[config.mk]
export PLATFORM = sky130hd
export DESIGN_NAME = wb_rr_arbiter
export DESIGN_NICKNAME = d
export VERILOG_FILES = /design/src/rtl/wb_rr_arbiter.sv
export SDC_FILE = /design/constraint.sdc
export NUM_CORES = 1
export LEC_CHECK = 0
export BUFFER_PORTS_ARGS = -buffer_cell sky130_fd_sc_hd__buf_4
export CAP_MARGIN = 20
export CORE_AREA = 2 2 319 321
export DETAILED_ROUTE_END_ITERATION = 10
export DIE_AREA = 0 0 321 323
export GPL_TIMING_DRIVEN = 1
export MAX_ROUTING_LAYER = met4
export PLACE_DENSITY = 0.3
export RECOVER_POWER = 50
export REMOVE_ABC_BUFFERS = 1
export SLEW_MARGIN = 20
export SYNTH_ARGS = -nofsm -noshare
export SYNTH_HDL_FRONTEND = slang
export SYNTH_SLANG_ARGS = --single-unit
export TNS_END_PERCENT = 1
[constraint.sdc]
create_clock -name clk -period 4.4 [get_ports clk]
set_input_delay 0 -clock clk [delete_from_list [all_inputs] [get_ports clk]]
set_output_delay 0 -clock clk [all_outputs]
set_load 0.02 [all_outputs]
[src/rtl/wb_rr_arbiter.sv]
// Two-master round-robin Wishbone arbiter that shares one slave port between two masters and honours LOCK.
// Latency: grant is registered (CYC -> SCYC_I one cycle); the request mux and response routing are combinational.
// Backpressure: a non-granted master sees no termination and stalls until it owns the slave; nothing is buffered.
//
// Ports:
//   clk, rst                  clock, synchronous active-high reset
//   M0_*_O / M1_*_O           master requests (CYC, STB, WE, LOCK, ADR[63:0], DAT[63:0], SEL[7:0], TGA/TGC/TGD[15:0])
//   M0_*_I / M1_*_I           master responses (DAT[63:0], TGD[15:0] broadcast; ACK/ERR/RTY to the granted master only)
//   S*_I                      request to the slave, taken from the granted master, all zero when nobody holds the grant
//   S*_O                      slave response (DAT, TGD, ACK, ERR, RTY)
//   GNT[1:0]                  one-hot registered grant: 01 = M0, 10 = M1, 00 = none
// Build option: define WB_ARB_TIMEOUT_EN to add a watchdog that ends a stalled strobe with ERR
// after TIMEOUT_CYCLES stalled cycles.

module wb_rr_arbiter #(
    parameter int unsigned TIMEOUT_CYCLES = 255
) (
    input  logic        clk,
    input  logic        rst,

    input  logic        M0_CYC_O,
    input  logic        M0_STB_O,
    input  logic        M0_WE_O,
    input  logic        M0_LOCK_O,
    input  logic [63:0] M0_ADR_O,
    input  logic [63:0] M0_DAT_O,
    input  logic [7:0]  M0_SEL_O,
    input  logic [15:0] M0_TGA_O,
    input  logic [15:0] M0_TGC_O,
    input  logic [15:0] M0_TGD_O,
    output logic [63:0] M0_DAT_I,
    output logic [15:0] M0_TGD_I,
    output logic        M0_ACK_I,
    output logic        M0_ERR_I,
    output logic        M0_RTY_I,

    input  logic        M1_CYC_O,
    input  logic        M1_STB_O,
    input  logic        M1_WE_O,
    input  logic        M1_LOCK_O,
    input  logic [63:0] M1_ADR_O,
    input  logic [63:0] M1_DAT_O,
    input  logic [7:0]  M1_SEL_O,
    input  logic [15:0] M1_TGA_O,
    input  logic [15:0] M1_TGC_O,
    input  logic [15:0] M1_TGD_O,
    output logic [63:0] M1_DAT_I,
    output logic [15:0] M1_TGD_I,
    output logic        M1_ACK_I,
    output logic        M1_ERR_I,
    output logic        M1_RTY_I,

    output logic        SCYC_I,
    output logic        SSTB_I,
    output logic        SWE_I,
    output logic        SLOCK_I,
    output logic [63:0] SADR_I,
    output logic [63:0] SDAT_I,
    output logic [7:0]  SSEL_I,
    output logic [15:0] STGA_I,
    output logic [15:0] STGC_I,
    output logic [15:0] STGD_I,
    input  logic [63:0] SDAT_O,
    input  logic [15:0] STGD_O,
    input  logic        SACK_O,
    input  logic        SERR_O,
    input  logic        SRTY_O,

    output logic [1:0]  GNT
);

    // A watchdog limit outside the 16-bit counter range can never be reached.
    if (TIMEOUT_CYCLES < 1 || TIMEOUT_CYCLES > 65535) begin : g_bad_timeout
        $error("wb_rr_arbiter: TIMEOUT_CYCLES must be in 1..65535");
    end

    typedef struct packed {
        logic        cyc;
        logic        stb;
        logic        we;
        logic        lock;
        logic [63:0] adr;
        logic [63:0] dat;
        logic [7:0]  sel;
        logic [15:0] tga;
        logic [15:0] tgc;
        logic [15:0] tgd;
    } wb_req_t;

    // Encoding doubles as the one-hot GNT value.
    typedef enum logic [1:0] {
        IDLE = 2'b00,
        OWN0 = 2'b01,
        OWN1 = 2'b10
    } state_t;

    state_t  state_q, state_d;
    logic    last_q, last_d;      // last-served master: 0 = M0, 1 = M1
    wb_req_t m0_req, m1_req, sel_req;
    logic    stb_raw;
    logic    wd_hit;

    assign m0_req = {M0_CYC_O, M0_STB_O, M0_WE_O, M0_LOCK_O, M0_ADR_O, M0_DAT_O,
                     M0_SEL_O, M0_TGA_O, M0_TGC_O, M0_TGD_O};
    assign m1_req = {M1_CYC_O, M1_STB_O, M1_WE_O, M1_LOCK_O, M1_ADR_O, M1_DAT_O,
                     M1_SEL_O, M1_TGA_O, M1_TGC_O, M1_TGD_O};

    // Next-state: a tie from IDLE goes to whoever was not served last; releasing
    // an owner hands straight over to a waiting master without an IDLE bubble.
    always_comb begin
        state_d = state_q;
        last_d  = last_q;
        case (state_q)
            IDLE: begin
                if (M0_CYC_O && M1_CYC_O) state_d = last_q ? OWN0 : OWN1;
                else if (M0_CYC_O)        state_d = OWN0;
                else if (M1_CYC_O)        state_d = OWN1;
            end
            OWN0: begin
                if (!M0_CYC_O && !M0_LOCK_O) begin
                    last_d  = 1'b0;
                    state_d = M1_CYC_O ? OWN1 : IDLE;
                end
            end
            OWN1: begin
                if (!M1_CYC_O && !M1_LOCK_O) begin
                    last_d  = 1'b1;
                    state_d = M0_CYC_O ? OWN0 : IDLE;
                end
            end
            default: state_d = IDLE;
        endcase
    end

    always_ff @(posedge clk) begin
        if (rst) begin
            state_q <= IDLE;
            last_q  <= 1'b1;
        end else begin
            state_q <= state_d;
            last_q  <= last_d;
        end
    end

    assign GNT = state_q;

    // Request mux: everything reads zero while nobody holds the grant.
    always_comb begin
        sel_req = '0;
        case (state_q)
            OWN0:    sel_req = m0_req;
            OWN1:    sel_req = m1_req;
            default: sel_req = '0;
        endcase
    end

    assign stb_raw = sel_req.cyc & sel_req.stb;

`ifdef WB_ARB_TIMEOUT_EN
    // Counts stalled strobe cycles; the limit is hit during the TIMEOUT_CYCLES-th one.
    localparam logic [15:0] WD_LAST = 16'(TIMEOUT_CYCLES - 1);

    logic [15:0] wd_cnt_q;
    logic        slv_term;

    assign slv_term = SACK_O | SERR_O | SRTY_O;
    assign wd_hit   = stb_raw & ~slv_term & (wd_cnt_q == WD_LAST);

    always_ff @(posedge clk) begin
        if (rst || (state_d != state_q) || slv_term || wd_hit) begin
            wd_cnt_q <= '0;
        end else if (stb_raw) begin
            wd_cnt_q <= wd_cnt_q + 16'd1;
        end
    end
`else
    assign wd_hit = 1'b0;
`endif

    assign SCYC_I  = sel_req.cyc;
    assign SSTB_I  = stb_raw & ~wd_hit;   // strobe withdrawn in the cycle the watchdog fires
    assign SWE_I   = sel_req.we;
    assign SLOCK_I = sel_req.lock;
    assign SADR_I  = sel_req.adr;
    assign SDAT_I  = sel_req.dat;
    assign SSEL_I  = sel_req.sel;
    assign STGA_I  = sel_req.tga;
    assign STGC_I  = sel_req.tgc;
    assign STGD_I  = sel_req.tgd;

    // Terminations reach the granted master only; read data is broadcast.
    assign M0_ACK_I = (state_q == OWN0) & SACK_O;
    assign M0_ERR_I = (state_q == OWN0) & (SERR_O | wd_hit);
    assign M0_RTY_I = (state_q == OWN0) & SRTY_O;
    assign M1_ACK_I = (state_q == OWN1) & SACK_O;
    assign M1_ERR_I = (state_q == OWN1) & (SERR_O | wd_hit);
    assign M1_RTY_I = (state_q == OWN1) & SRTY_O;

    assign M0_DAT_I = SDAT_O;
    assign M1_DAT_I = SDAT_O;
    assign M0_TGD_I = STGD_O;
    assign M1_TGD_I = STGD_O;

endmodule

==> results of run 1 <==
final cells by class:
cell class              count  area (um2)  area share, %
repair buffers            586        4412          48.44
multi-input cells         405        2854          31.34
well taps                1309        1638          17.98
clock buffers               4       78.83         0.8655
flip-flops and latches      3       60.06         0.6594
diodes                     20       50.05         0.5495
inverters                   4       15.01         0.1649
placed cells by master (no fill, tap or decap), drive strengths merged, types with 3 or more instances in the layout:
cell	count
and2	6
nor2b	188
buf	576
diode	20
ha	5
inv	4
a22oi	188
dfxtp	3
nor2	3
clkbuf	14
routing by layer:
metal	vias up	GRT usage (%)
li1	2847	-
met1	3166	12.13
met2	718	14.73
met3	35	11.39
met4	0	1.350
met5	-	-
worst register-to-register path: stages, from the launching register on:
cell and delay, ps:
dfxtp_1 450, inv_1 160, ha_4 410, o21a_1 260, or3_1 410, o41ai_1 360
registers in the layout, summed over array words and instances, names as in the netlist:
signal,flops
last_q,1
GNT,2
per-stage QoR:
step                      hold WS [ps]  total power [W]  setup TNS, ps  std cells
final                           0.5547         0.004325              0       2331
after floorplan                      0         0.002403         -36380        412
after detailed placement         1.495         0.004293              0       2307
after global routing            0.5205         0.004648              0       2330
after global placement           1.495         0.004249              0       2307
after CTS                        1.495         0.004454              0       2311
power by group:
group | switching (W) | internal (W) | total [W]
Clock | 0.0000278 | 0.000120 | 0.000148
Sequential | 0.0000199 | 0.0000412 | 0.0000611
Combinational | 0.00242 | 0.00170 | 0.00412
cells by family (layout without fill, tap and decap cells):
kind of cell	Yosys count	after routing	synth area share [%]
buffers and inverters	227	594	33.77
and+or+nand+nor	203	203	29.18
AOI/OAI and AO/OA	196	196	34.00
adders and majority gates	5	5	1.441
DFF	3	3	1.383
muxes	1	1	0.2305
other	0	20	0
final timing paths:
path	from	cells after the start	end
worst max-delay path	GNT[0]	6	STGC_I[10]
worst min-delay path	SDAT_O[56]	0	M0_DAT_I[56]
worst max register to register	GNT[1]	5	GNT[0]
worst min register to register	last_q	2	last_q
==> summary.txt, run 1 <==
Route
  • Max layer used: met4
  • Routed WL per cell: 26.04 um
  • DRT iter0 DRCs: 357
  • First-pass iteration count of the detailed router: 5
  • DR vias: between 6,000 and 7,000
  • Number of vias per cell: approximately 2.9
  • WL final: between 60,000 and 70,000 um
  • Routed met2 length: approximately 23,000 um
  • WL met1: ~24,000 um
  • Post-route DRC: 0
  • Post-route ant nets: 0
  • Met3 WL post-DR: about 13,000 um

Final layout
  • Area Growth Syn to Fin: 109.7%
  • Nets: about 1,500
  • Fraction of layout cells with a size suffix above 1: 58.18%
  • Fin area: between 9000 and 10,000 um2
  • Final core utilization: 9.043%
  • Fill cell count: between 10,000 and 15,000

GRT
  • Antenna violations before repair: 20
  • Number of global-route vias before repair: approximately 6,800
  • Global-route wire length before repair: approximately 74,000 um
  • Tot GR Track Use: approximately 11%
  • Largest net degree at the start of global routing: 95
  • Gr ovfl total: 0

Clock network
  • Root Buffer Master: clkbuf_16
  • CTS Buf Count: 3
  • Bufs on Longest Clock Path: 2
  • Clock Pin Slew Worst Setup and Hold Paths: approximately 30 ps
  • TritonCTS clock tree: built
  • Setup repair bufs after CTS: 0
  • Post-CTS Resized: 0
  • Worst-skew pair later-pin latency: roughly 230 ps
  • Max H-tree Level: 1
  • Clk sink count: 3
  • Hold_buf cts: 0

Placement
  • Final GP Congestion: 0.7952
  • DP HPWL: between 50,000 and 60,000 um
  • Pre-CTS WS: around 1900 ps
  • DP Area: about 9000 um2
  • Port Buffers: 576

STA
  • Peak Freq: around 360 MHz
  • Slew HR: 20.51%
  • Final period util: 63.96%
  • RSZ-0062 raised after global routing: no
  • Final setup violation count: 0
  • Worst setup margin: 1586 ps
  • Min Tclk post-route: 2814 ps
  • Max-slew violations: 0
  • Hold Vio Cnt, Final: 0
  • Layout Skew: between 2 and 3 ps
  • Worst Tran Pin Value: roughly 1200 ps

Worst setup path
  • CP peak stage delay: around 940 ps
  • Crit path max-delay family: compound AO/OA/AOI/OAI gates
  • R2R setup slack: 2240 ps
  • Startpoint type of the worst setup path: flop
  • Critical path fanouts, max: between 40 and 50
  • CP cell instances: inv_1, ha_4, buf_12, a22oi_1, nor2b_1, buf_4
  • Worst path bufs/invs: 3
  • WP data arrival: 2810 ps
  • Crit. End Element: output port
  • Critical Path RT: about 4400 ps
  • Crit path kind: flop to output port
  • Critical-path top delay cell: a22oi_1

Die
  • Die width: 321 um
  • I/O pin total: 817
  • Chip height: around 320 um
  • Die ar.: between 100,000 and 150,000 um2
  • Initial Util: roughly 4.3%
  • # rows: approximately 120
  • Core area: 100,700 um2

Synthesis
  • Seq/Total Area, Yosys: under 10%
  • Ys flop type: dfxtp_1
  • Number of synthesized flops with an enable pin: 0
  • Post-Syn Area: about 4300 um2
  • Ys Warns: 0
  • Gate Count Post-Synth: about 640
  • Area leader, netlist: a22oi_1
  • Synth top cells by count: a22oi_1 (188), nor2b_1 (188), buf_4 (160)
  • Register bit total from synthesis: 3
  • Top cell type's share of synthesized area: about 32%
  • Number of distinct library cells after synthesis: 23
  • Post-synth ARST share: 0%
  • Post-Syn Area per Cell: slightly below 7 um2
  • Top cells by area, synth: a22oi_1 (32%), buf_4 (28%), nor2b_1 (27%), clkbuf_1 (4.2%), ha_1 (1.4%)

Worst hold path
  • Hold Crit Class: input pin to output port

Run
  • Max cap viols: 0

Run status
  • Run status: complete, no violations

Power and ir drop
  • LEAKAGE: 3.529 nW
  • PwrDens: ~470 nW/um2
  • VDD IR-drop max: 0.0003412 V
(Power assumes the default switching activity.)
==> inputs of run 2 (changes only) <==
Settings changed: ABC_AREA set to 1, CORE_AREA 2 2 319 321 to 2 2 321 323, DIE_AREA 0 0 321 323 to 0 0 323 325.
Clock period 4.4 ns to 2.7 ns, I/O delays scaled along.
==> run 2 against run 1 <==
Power is 42% higher. Critical path depth rose by 1. Utilization is 0.055 points lower. Synthesized cell count grew 32%. Cell area is essentially flat. Sequential cell count unchanged. Register-to-register slack worse by 1400 ps. Global-route usage is 0.94 points higher. Non-clock buffer count grew 16. Count of clock-buffer cells in the layout unchanged. Via count up 8.2%. Largest power group unchanged. Highest routed layer unchanged.
==> summary.txt, run 2 <==
GRT
  • Antenna violations before repair: 17 (-15%)
  • Tot GR Track Use: 12.22% (+0.94 points)
  • Global-route wire length before repair: 80,340 um (+8.5%)
  • Number of global-route vias before repair: 7,422 (+8.7%)
  • Largest net degree at the start of global routing: 67 (-29%)
  • Gr ovfl total: 0 (unchanged)

STA
  • Max-slew violations: 0 (unchanged)
  • Peak Freq: slightly above 400 MHz
  • Worst Tran Pin Value: 793.5 ps (-398.8 ps)
  • Min Tclk post-route: approximately 2400 ps
  • RSZ-0062 raised after global routing: no
  • Slew HR: 47.33% (+27 points)
  • Final period util: 89.03%
  • Layout Skew: 0.1910 ps (-2.550 ps)
  • Final setup violation count: 0 (unchanged)
  • Hold Vio Cnt, Final: 0 (unchanged)

Route
  • Post-route ant nets: 0 (unchanged)
  • Post-route DRC: 0 (unchanged)
  • WL final: 65,860 um (+8.5%)
  • DR vias: 7,324 (+8.2%)
  • DRT iter0 DRCs: 310 (-13%)
  • First-pass iteration count of the detailed router: 4 (-1)
  • Number of vias per cell: 2.810 (-3.2%)
  • Routed WL per cell: 25.27 um (-3.0%)

Worst setup path
  • Crit. End Element: output port
  • WP data arrival: 2400 ps (-410 ps)
  • Reg-to-reg endpoint: last_q
  • Crit path kind: flop to output port
  • Critical Path RT: 2700 ps (-1700 ps)
  • Startpoint type of the worst setup path: flop
  • R2R depth: 8 (+3)
  • Critical path fanouts, max: 33 (-25%)
  • R2R setup slack: 850 ps (-1390 ps)
  • Crit path launch: GNT[1]
  • Critical R2R Launch: GNT[1]

Synthesis
  • Top cells by area, synth: nand2_1 (35%), buf_4 (33%), a21oi_1 (23%), buf_2 (2.4%), clkbuf_1 (1.5%)
  • Ys flop type: dfxtp_1
  • Number of distinct library cells after synthesis: 16 (-30%)
  • Seq/Total Area, Yosys: 1.430% (+0.047 points)
  • Post-Syn Area: 4200 um2 (-3.3%)
  • Synth top cells by count: nand2_1 (392), a21oi_1 (190), buf_4 (183)
  • Register bit total from synthesis: 3 (unchanged)
  • Number of synthesized flops with an enable pin: 0 (unchanged)
  • Top cell type's share of synthesized area: 35.03% (+2.5 points)
  • Post-synth ARST share: 0% (unchanged)
  • Ys Warns: 0 (unchanged)
  • Area leader, netlist: nand2_1
  • Gate Count Post-Synth: 837 (+32%)
  • Most common cell in the netlist: nand2_1
  • Post-Syn Area per Cell: 5.018 um2 (-27%)

Worst hold path
  • Cell depth of the worst hold path: 0 (unchanged)
  • Worst Hold End: M1_DAT_I[49]
  • HP Start: SDAT_O[49]
  • Hold Crit Class: input pin to output port

Power and ir drop
  • PwrDens: 676.8 nW/um2 (+43%)
  • VDD IR-drop max: 0.0004083 V (+20%)
  • LEAKAGE: 3.707 nW (+5.1%)

Final layout
  • Fin area: 9105 um2 (about the same)
  • Fraction of layout cells with a size suffix above 1: 48.81% (-9.4 points)
  • Nets: 1,688 (+15%)
  • Final core utilization: 8.988% (-0.055 points)
  • Max reg flops: 2 (unchanged)
  • Area Growth Syn to Fin: 116.8%
  • Most frequent cells in the layout: buf_4 (582), nand2_1 (392), a21oi_1 (190), inv_1 (12), clkbuf_1 (11)
  • Leading cell type in the layout, fill and taps excluded: buf_4
  • Fill cell count: 12,233 (+3.5%)

Placement
  • DP HPWL: 57,280 um (+10%)
  • DP Area: 9024 um2 (about the same)
  • Final GP Congestion: 0.7161 (-9.9%)
  • Port Buffers: 576 (unchanged)

Clock network
  • Max H-tree Level: 1 (unchanged)
  • Clk sink count: 3 (unchanged)
  • Worst-skew pair later-pin latency: 230 ps (about the same)
  • CTS Buf Count: 3 (unchanged)
  • Clock Pin Slew Worst Setup and Hold Paths: 30 ps (about the same)
  • Root Buffer Master: clkbuf_16
  • TritonCTS clock tree: built
  • Setup repair bufs after CTS: 0 (unchanged)
  • Bufs on Longest Clock Path: 2 (unchanged)

Die
  • Initial Util: 4.146% (-0.17 points)
  • Die width: 323 um (+0.62%)
  • Core area: 101,300 um2 (+0.58%)
  • Die ar.: 105,000 um2 (+1.2%)
  • Chip height: 325 um (+0.62%)
  • I/O pin total: 817 (unchanged)
  • # rows: 117 (unchanged)

Run status
  • Run status: complete, no violations

Run
  • Max cap viols: 0 (unchanged)
-- run 2: area by class of cell --
class | count | area (um2) | share of cell area, %
sequential | 3 | 60.06 | 0.6596
tap | 1368 | 1712 | 18.80
inverter | 13 | 56.30 | 0.6184
antenna | 17 | 42.54 | 0.4672
multi-input combinational | 599 | 2559 | 28.10
clock buffer | 4 | 78.83 | 0.8657
timing repair buffer | 602 | 4597 | 50.49
-- run 2: worst max-delay path: stages (launching register included) --
cell     delay [ps]
dfxtp_1         370
inv_1           110
ha_1            290
buf_12          260
buf_12          190
nand2_1          60
a21oi_1         590
buf_4           270
-- run 2: per-layer routing --
layer / vias to the layer above / share of wire, % / GRT usage [%]
met5: - / 0 / -
met4: 0 / 0.61 / 1.365
met3: 17 / 19 / 10.39
met2: 731 / 39 / 16.80
met1: 3298 / 41 / 13.68
li1: 3278 / - / -
-- run 2: worst max path at each step --
stage	endpoint	slack (ps)	depth (start not counted)
global route	STGA_I[0]	130	7
detailed placement	STGA_I[0]	380	6
floorplan	SSTB_I	-2230	4
finish	STGA_I[0]	300	7
global placement	STGA_I[0]	370	6
CTS	STGA_I[0]	130	6
-- run 2: power breakdown --
part / total (W) / switching [W] / leakage, nW / internal, W
clock network: 0.000241 / 0.0000457 / 0.0383 / 0.000195
registers: 0.0000874 / 0.0000228 / 0.0248 / 0.0000646
logic: 0.00583 / 0.00391 / 3.64 / 0.00193
-- run 2: cell families after synthesis --
| kind of cell | Yosys count | share of synthesized area, % |
|---|---|---|
| and+or+nand+nor | 400 | 35.95 |
| buffers and inverters | 235 | 37.95 |
| AOI/OAI and AO/OA | 194 | 23.18 |
| adders and majority gates | 5 | 1.489 |
| DFF | 3 | 1.430 |
-- run 2: stage by stage --
step                cells  total power, W  TNS [ps]  hold WS [ps]  setup WS, ps
global route         2605        0.006736         0        0.4748         127.1
global placement     2584        0.006268         0         1.611         368.0
detailed placement   2584        0.006204         0         1.611         379.9
finish               2606        0.006162         0        0.5715         296.1
floorplan             615        0.002989   -313540             0         -2230
CTS                  2589        0.006460         0         1.611         131.4
-- run 2: what timing repair did --
action                                 in CTS  in global routing
gates resized for setup                     0                  0
endpoints found under the hold margin       2                  0
hold buffers                                1                  0
==> inputs of run 3 (changes only) <==
Settings changed: CORE_AREA 2 2 321 323 to 2 2 319 321, DIE_AREA 0 0 323 325 to 0 0 321 323, PLACE_DENSITY 0.3 to not set.
Clock period 2.7 ns to 2.9 ns, I/O delays scaled along.
==> run 3 against run 2 <==
Clock power fell by 7%. First-iteration DRC count rose by 20%. Count of clock-buffer cells in the layout is the same. Cell area down 1.9%. Cell count fell by 2.3%. Critical path depth down 1. Sequential cell count unchanged. Die area down 1.2%. Clock skew hardly changed. Combinational power about the same. Utilization shrank 0.12 points. Critical path type unchanged.
==> summary.txt, run 3 (synthesized netlist as in run 2, its figures left out) <==
Run status
  • Run status: complete, no violations

Worst setup path
  • Crit path kind: flop to output port
  • Critical path fanouts, max: 46 (+39%)
  • Startpoint type of the worst setup path: flop
  • Critical Path RT: 2900 ps (+200 ps)
  • Crit. End Element: output port
  • Critical R2R Launch: GNT[1]
  • CP cell instances: inv_1, ha_4, buf_12, nand2_1, a21oi_1, buf_4
  • Crit path launch: GNT[1]
  • WP data arrival: 2670 ps (+270 ps)
  • CP peak stage delay: 650 ps (+60 ps)
  • Critical-path top delay cell: a21oi_1

Route
  • First-pass iteration count of the detailed router: 7 (+3)
  • Post-route DRC: 0 (unchanged)
  • WL final: 83,390 um (+27%)
  • Routed WL per cell: 32.74 um (+30%)
  • DRT iter0 DRCs: 371 (+20%)
  • Post-route ant nets: 0 (unchanged)
  • Number of vias per cell: 2.919 (+3.9%)
  • DR vias: 7,435 (+1.5%)

Die
  • Chip height: 323 um (-0.62%)
  • I/O pin total: 817 (unchanged)
  • Die width: 321 um (-0.62%)
  • Core area: 100,700 um2 (-0.58%)
  • Die ar.: 103,700 um2 (-1.2%)
  • # rows: 117 (unchanged)
  • Initial Util: 4.170% (+0.024 points)

Clock network
  • Worst-skew pair later-pin latency: 230 ps (about the same)
  • Root Buffer Master: clkbuf_16
  • Max H-tree Level: 1 (unchanged)
  • Clk sink count: 3 (unchanged)
  • Post-CTS Resized: 0 (unchanged)
  • Clock Pin Slew Worst Setup and Hold Paths: 30 ps (about the same)
  • Bufs on Longest Clock Path: 2 (unchanged)
  • TritonCTS clock tree: built
  • CTS Buf Count: 3 (unchanged)

STA
  • Slew HR: 49.02% (+1.7 points)
  • Final hold slack: 0.7720 ps (+0.2005 ps)
  • Hold Vio Cnt, Final: 0 (unchanged)
  • RSZ-0062 raised after global routing: no
  • Peak Freq: between 300 and 400 MHz
  • Final setup violation count: 0 (unchanged)
  • Worst Tran Pin Value: 764.7 ps (-28.82 ps)
  • Max-slew violations: 0 (unchanged)
  • Layout Skew: 0.6802 ps (+0.4893 ps)
  • Min Tclk post-route: 2670 ps
  • Final period util: approximately 92%

GRT
  • Global-route wire length before repair: 97,680 um (+22%)
  • Largest net degree at the start of global routing: 69 (+3.0%)
  • Number of global-route vias before repair: 7,030 (-5.3%)
  • Gr ovfl total: 0 (unchanged)
  • Tot GR Track Use: 15.78% (+3.6 points)
  • Antenna violations before repair: 32 (+15)

Placement
  • Final GP Congestion: 0.7969 (+11%)
  • DP Area: 8805 um2 (-2.4%)
  • Port Buffers: 576 (unchanged)
  • Placed instance count: 2,509 (-2.9%)
  • DP HPWL: 74,670 um (+30%)

Final layout
  • Non-filler cells, final: 2,547 (-2.3%)
  • Leading cell type in the layout, fill and taps excluded: buf_4
  • Area occupied by multi-input gates: 2571 um2 (+0.49%)
  • Area Growth Syn to Fin: 112.6%
  • FF+latch area: 60.06 um2 (unchanged)
  • Final core utilization: 8.868% (-0.12 points)
  • Fin area: 8931 um2 (-1.9%)
  • Fraction of layout cells with a size suffix above 1: 48.05% (-0.76 points)
  • Max reg flops: 2 (unchanged)
  • Nets: 1,672 (-0.95%)
  • Fill cell count: 11,956 (-2.3%)
  • Most frequent cells in the layout: buf_4 (566), nand2_1 (392), a21oi_1 (190), clkbuf_1 (13), inv_1 (12)

Worst hold path
  • Hold Crit Class: input pin to output port
  • HP Start: SDAT_O[0]

Power and ir drop
  • VDD IR-drop max: 0.0004534 V (+11%)
  • PwrDens: 684.5 nW/um2 (+1.1%)
  • LEAKAGE: 3.609 nW (-2.6%)

Run
  • Max cap viols: 0 (unchanged)
==> run 3: power breakdown <==
part | internal (W) | switching [W]
clock | 0.000182 | 0.0000415
combinational | 0.00163 | 0.00418
sequential | 0.0000601 | 0.0000245
==> run 3: what timing repair did <==
action                                 4_1_cts  5_1_grt
endpoints found under the hold margin        2        0
hold buffers                                 1        0
buffers inserted                             0        0
==> run 3: metrics by stage <==
step	total power (W)	setup TNS [ps]	setup WS, ps
after floorplan	0.002783	-274740	-2030
after global placement	0.006161	0	636.3
after detailed placement	0.006165	0	594.2
after CTS	0.006412	0	348.1
after global routing	0.006589	0	243.0
final	0.006114	0	230.3
==> run 3: layout make-up <==
class | instances | area share (%)
Inverter | 13 | 0.6304
Multi-Input combinational cell | 599 | 28.79
Antenna cell | 33 | 0.9246
Tap cell | 1309 | 18.34
Clock buffer | 4 | 0.8826
Sequential cell | 3 | 0.6725
Timing Repair Buffer | 586 | 49.76
==> run 3: path summary, 6_finish.rpt <==
check / end / slack (ps) / cells past startpoint
min reg2reg: last_q / 470 / 2
max reg2reg: last_q / 1140 / 7
max: SDAT_I[18] / 230 / 6
min: M1_DAT_I[0] / 0.8 / 0
==> run 3: layer usage <==
metal,up-vias,wire [um],global-route usage [%]
met3,38,11380,9.066
met2,685,32580,21.46
met5,-,0,-
li1,3274,-,-
met1,3438,38330,20.21
met4,0,1112,2.451
==> run 3: critical path, delay by kind of cell, from the launching register on <==
kind,cells,cell delay (ps)
adders and majority gates,1,480
AOI/OAI and AO/OA,1,650
buffers and inverters,3,710
and+or+nand+nor,1,150
DFF,1,370
